===== config.mk =====
export PLATFORM = sky130hd
export DESIGN_NAME = multdiv_unit
export DESIGN_NICKNAME = d
export VERILOG_FILES = /design/src/rtl/multdiv_unit.sv
export SDC_FILE = /design/constraint.sdc
export NUM_CORES = 2
export LEC_CHECK = 0
export ABC_AREA = 1
export BUFFER_PORTS_ARGS = -buffer_cell sky130_fd_sc_hd__buf_2
export CORE_MARGIN = 2
export CORE_UTILIZATION = 60
export DETAILED_ROUTE_END_ITERATION = 8
export GPL_ROUTABILITY_DRIVEN = 0
export HOLD_SLACK_MARGIN = 0.06
export PLACE_DENSITY = 0.82
export SETUP_SLACK_MARGIN = 0.3
export SLEW_MARGIN = 0
export SYNTH_ARGS = -nofsm -noshare
export SYNTH_HDL_FRONTEND = slang
export SYNTH_SLANG_ARGS = --single-unit

===== constraint.sdc =====
create_clock -name clk -period 11.9 [get_ports clk]
set_clock_uncertainty 0.15 [all_clocks]
set_input_delay 2.38 -clock clk [delete_from_list [all_inputs] [get_ports clk]]
set_output_delay 2.38 -clock clk [all_outputs]
set_load 0.01 [all_outputs]

===== src/rtl/multdiv_unit.sv =====
// HI/LO multiply-divide unit: fixed-latency multiply/accumulate, 32-step
// restoring divider with a sign-fixup cycle, and direct HI/LO moves.
package multdiv_pkg;
  typedef enum logic [3:0] {
    OP_NONE, OP_MULT, OP_MULTU, OP_DIV, OP_DIVU,
    OP_MADD, OP_MADDU, OP_MSUB, OP_MSUBU, OP_MTHI, OP_MTLO
  } decoded_op_t;
endpackage

module multdiv_unit
  import multdiv_pkg::*;
#(
  parameter int MUL_STAGES = 3
) (
  input  logic        clk,
  input  logic        reset,
  input  logic        valid_i,
  input  decoded_op_t op_i,
  input  logic [31:0] a_i,
  input  logic [31:0] b_i,
  input  logic        flush_i,
  output logic        ready_o,
  output logic        done_o,
  output logic [31:0] hi_o,
  output logic [31:0] lo_o
);

  typedef enum logic [1:0] {IDLE, MUL, DIV, FIX} state_t;

  state_t      state;
  decoded_op_t op_q;
  logic [31:0] a_q, b_q;
  logic [4:0]  cnt;
  logic [32:0] rem;
  logic [31:0] quo;

  assign ready_o = (state == IDLE);

  // multiply datapath: operands extended to 64 bits so one product covers signed and unsigned
  logic        mul_signed;
  logic [63:0] ma, mb, prod, hilo, mul_res;

  assign mul_signed = op_q inside {OP_MULT, OP_MADD, OP_MSUB};
  assign ma   = {{32{mul_signed & a_q[31]}}, a_q};
  assign mb   = {{32{mul_signed & b_q[31]}}, b_q};
  assign prod = ma * mb;
  assign hilo = {hi_o, lo_o};

  always_comb begin
    mul_res = prod;
    case (op_q)
      OP_MADD, OP_MADDU: mul_res = hilo + prod;
      OP_MSUB, OP_MSUBU: mul_res = hilo - prod;
      default:           mul_res = prod;
    endcase
  end

  // divide datapath on magnitudes; signs restored in FIX
  logic        div_signed, fits, neg_q, neg_r;
  logic [31:0] a_mag_in, b_mag, q_fix, r_fix;
  logic [32:0] shifted, rem_nxt;

  assign a_mag_in   = (op_i == OP_DIV && a_i[31]) ? -a_i : a_i;
  assign div_signed = (op_q == OP_DIV);
  assign b_mag      = (div_signed && b_q[31]) ? -b_q : b_q;
  assign shifted    = {rem[31:0], quo[31]};
  assign fits       = (shifted >= {1'b0, b_mag});
  assign rem_nxt    = fits ? shifted - {1'b0, b_mag} : shifted;
  assign neg_q      = div_signed && (a_q[31] ^ b_q[31]);
  assign neg_r      = div_signed && a_q[31];
  assign q_fix      = neg_q ? -quo : quo;
  assign r_fix      = neg_r ? -rem[31:0] : rem[31:0];

  always_ff @(posedge clk or posedge reset) begin
    if (reset) begin
      state  <= IDLE;
      op_q   <= OP_NONE;
      a_q    <= '0;
      b_q    <= '0;
      cnt    <= '0;
      rem    <= '0;
      quo    <= '0;
      done_o <= 1'b0;
      hi_o   <= '0;
      lo_o   <= '0;
    end else begin
      done_o <= 1'b0;
      if (flush_i) begin
        state <= IDLE;
        cnt   <= '0;
      end else begin
        case (state)
          IDLE: if (valid_i) begin
            op_q <= op_i;
            a_q  <= a_i;
            b_q  <= b_i;
            cnt  <= '0;
            case (op_i)
              OP_MULT, OP_MULTU, OP_MADD, OP_MADDU, OP_MSUB, OP_MSUBU:
                state <= MUL;
              OP_DIV, OP_DIVU: begin
                state <= DIV;
                rem   <= '0;
                quo   <= a_mag_in;
              end
              OP_MTHI: begin
                hi_o   <= a_i;
                done_o <= 1'b1;
              end
              OP_MTLO: begin
                lo_o   <= a_i;
                done_o <= 1'b1;
              end
              default: done_o <= 1'b1;
            endcase
          end
          MUL: begin
            if (cnt == 5'(MUL_STAGES - 1)) begin
              {hi_o, lo_o} <= mul_res;
              done_o       <= 1'b1;
              state        <= IDLE;
            end else begin
              cnt <= cnt + 5'd1;
            end
          end
          DIV: begin
            rem <= rem_nxt;
            quo <= {quo[30:0], fits};
            if (cnt == 5'd31) state <= FIX;
            else              cnt   <= cnt + 5'd1;
          end
          FIX: begin
            // divide by zero has a fixed architectural result, independent of sign
            if (b_q == '0) begin
              lo_o <= 32'hFFFF_FFFF;
              hi_o <= a_q;
            end else begin
              lo_o <= q_fix;
              hi_o <= r_fix;
            end
            done_o <= 1'b1;
            state  <= IDLE;
            cnt    <= '0;
          end
          default: state <= IDLE;
        endcase
      end
    end
  end

endmodule


==> summary.txt <==
Critical path endpoint category: flip-flop
Die width: 320 microns
CTS tree: built
Initial antenna violation count: 10
Pre-CTS WS: 573 ps
Reg-to-reg critical path endpoint: hi_o[30]
Instance count on the critical path: 47
Worst slew pin tran: 1220 ps
Setup violations, final: 0
Violated checks: design-rule violations
Worst R2R Path Depth: 47
Hold path startpoint: quo[29]
WP data arrival: 11760 ps
Clk sinks: 204
M1 GR Usage: 49.7%
Die area: 102000 sq um
Worst Hold Depth: 2
Fillers: 8164
Relative slew slack: 18.6%
RR Startpoint: op_q[3]
Required time worst endpoint: 12160 ps
Endpoints failing hold: 0
Layout cells sized above 1: 6.85%
Critical Path Max Stage Delay: 700 ps
Core Region: 98600 sq um
FF-to-FF setup slack: 400 ps
Slowest cell on the critical path: fa_2
Max cap viols: 0
H-tree level count: 1
Synthesized instance count: 8012
Outcome: complete, but fails checks
Busiest metal layer after global routing: met2
CTS Buf Count: 25
CTS Hold Bufs: 0
Min-delay worst type: flip-flop to flip-flop
ANT nets after route: 0
Top cell by count, worst path: nand2_1
DR pass1 iterations: 9
Drc violations: 77
Post-Layout Cell Count: 9291
Largest net degree at the start of global routing: 77
Mean Syn Cell Area: 7.46 sq um
Worst-skew pair later-pin latency: 590 ps
Worst Path Max Fanout: 29
Initial Utilization: 60.7%
Vias in the first global route: 56400
Clock slew at reported path FFs: 70 ps
Per-cell routed wire length: 22.0 microns
Syn Nets: 9531
Sequential cell area fraction in the yosys report: 8.54%
Asr flop ratio synth: 100%
CP delay by family, top: adder cells
Fmax achieved: 0.0869 GHz
Seq cells post-synth: 204
Clk Tree Root Cell: clkbuf_16
Hold Path Sink: quo[29]
Fin crit share: 96.7%
Unique masters post-synth: 66
Average via count per standard cell: 5.99
Post-route worst setup slack: 396 ps
Final wirelength: 204000 microns
Max Slew Vio Count: 0
First-pass GRT wire length: 318000 microns
Tmin final: 11500 ps
Synth Cell Area: 59800 sq um
Synth-to-Final Area Change: 5.38%
Die height: 320 microns
Setup tns final: 0 ps
Commonest cells after routing, fill and taps aside: inv_1 (1915), nand2_1 (1908), fa_1 (1126), nor2_1 (486), ha_1 (318)
Commonest non-fill, non-tap cell in the layout: inv_1
I/O pin cnt: 138
Kind of start point of the critical path: flip-flop
WP buf/inv: 8
Met3 Usage GRT: 11.8%
Grt met2 use: 60.9%
Port Buf Inserts: 137
Iteration-0 DRC Markers: 7434
Final nets: 9493
Crit path kind: flip-flop to flip-flop
Max clock buf depth: 3
Post-synth EDFFs: 0
RSZ-0062 raised after global routing: yes
Dpl hpwl: 168000 microns
GRT Util Overall: 40.6%
GRT overflow: 0
YS warnings: 0
Site row count: 115
Placed cells: 9230
Commonest register cell after synthesis: dfrtp_1
Vias: 55600
[how the worst max path moves through the flow]
stage / startpoint / end / slack [ps]
after floorplan: a_q[31] / hi_o[31] / 2350
after global placement: a_q[18] / hi_o[30] / 720
after detailed placement: op_q[2] / hi_o[30] / 570
after CTS: op_q[2] / hi_o[30] / 470
after global routing: op_q[2] / hi_o[30] / 240
final: op_q[3] / hi_o[30] / 400
[cells by family (layout without fill, tap and decap cells)]
family	Yosys count	after routing	share of synthesized area (%)
muxes	26	26	0.490
DFF	204	204	8.54
buffers and inverters	2312	2291	14.5
and+or+nand+nor	2864	2864	19.6
adders and majority gates	1447	1447	44.4
AOI/OAI and AO/OA	940	940	9.14
other	0	13	0
xor gates and xnor gates	219	219	3.25
[worst register-to-register path, delay by kind of cell, from the launching register on]
kind	cells	cell delay [ps]
xor gates and xnor gates	2	390
DFF	1	400
buffers and inverters	8	1170
adders and majority gates	10	4970
and+or+nand+nor	21	3180
AOI/OAI and AO/OA	6	1050
[synthesized netlist by cell type (26+ instances only)]
cell type | count | share of area, %
a21oi_1 | 311 | 2.6
fa_1 | 1127 | 38
o211ai_1 | 68 | 0.85
xor2_1 | 167 | 2.4
mux2_2 | 26 | 0.49
nand2_2 | 28 | 0.29
nand2_1 | 1909 | 12
ha_1 | 320 | 6.7
dfrtp_1 | 204 | 8.5
xnor2_1 | 49 | 0.72
nor2_1 | 492 | 3.1
clkbuf_1 | 304 | 1.9
or2_2 | 36 | 0.38
a31oi_1 | 65 | 0.68
nor3_1 | 76 | 0.64
nand3_1 | 185 | 1.5
inv_1 | 1917 | 12
o21ai_0 | 314 | 2.6
nand4_1 | 47 | 0.49
buf_1 | 62 | 0.39
[through the flow]
step	cell area, sq um	hold slack, ps	util (%)
after floorplan	59800	299	-
after global placement	62100	316	63.0
after global routing	63000	377	63.9
after detailed placement	62100	335	63.0
final	63000	354	63.9
after CTS	62900	351	63.8
[what timing repair did]
| item | CTS | global route |
|---|---|---|
| setup endpoints to repair | 0 | 15 |
| hold endpoints to repair | 0 | 0 |
| gates resized for setup | 0 | 31 |
| setup buffers | 0 | 4 |
[state kept, by name, indices dropped and copies added (netlist names)]
register	count
lo_o	32
done_o	1
state	2
b_q	32
quo	32
op_q	4
hi_o	32
rem	32
a_q	32
cnt	5
[metal layers]
layer / up-vias / wire length (microns)
met5: - / 47
met4: 8 / 20700
met3: 1133 / 27900
met2: 4103 / 86200
met1: 26500 / 69300
li1: 23900 / -
[layout make-up]
cell class                 instances  area [sq um]  area share [%]
multi-input combinational       5496         46100            73.1
inverter                        1945          7310            11.6
sequential                       204          5130            8.15
timing repair buffer             302          2030            3.22
tap                             1287          1610            2.56
clock buffer                      33           696            1.10
clock inverter                    11           104           0.165
antenna                           13          32.5          0.0516
Power is not shown: default switching activity piles up to over one toggle a cycle in this logic, so the estimate is an artifact.
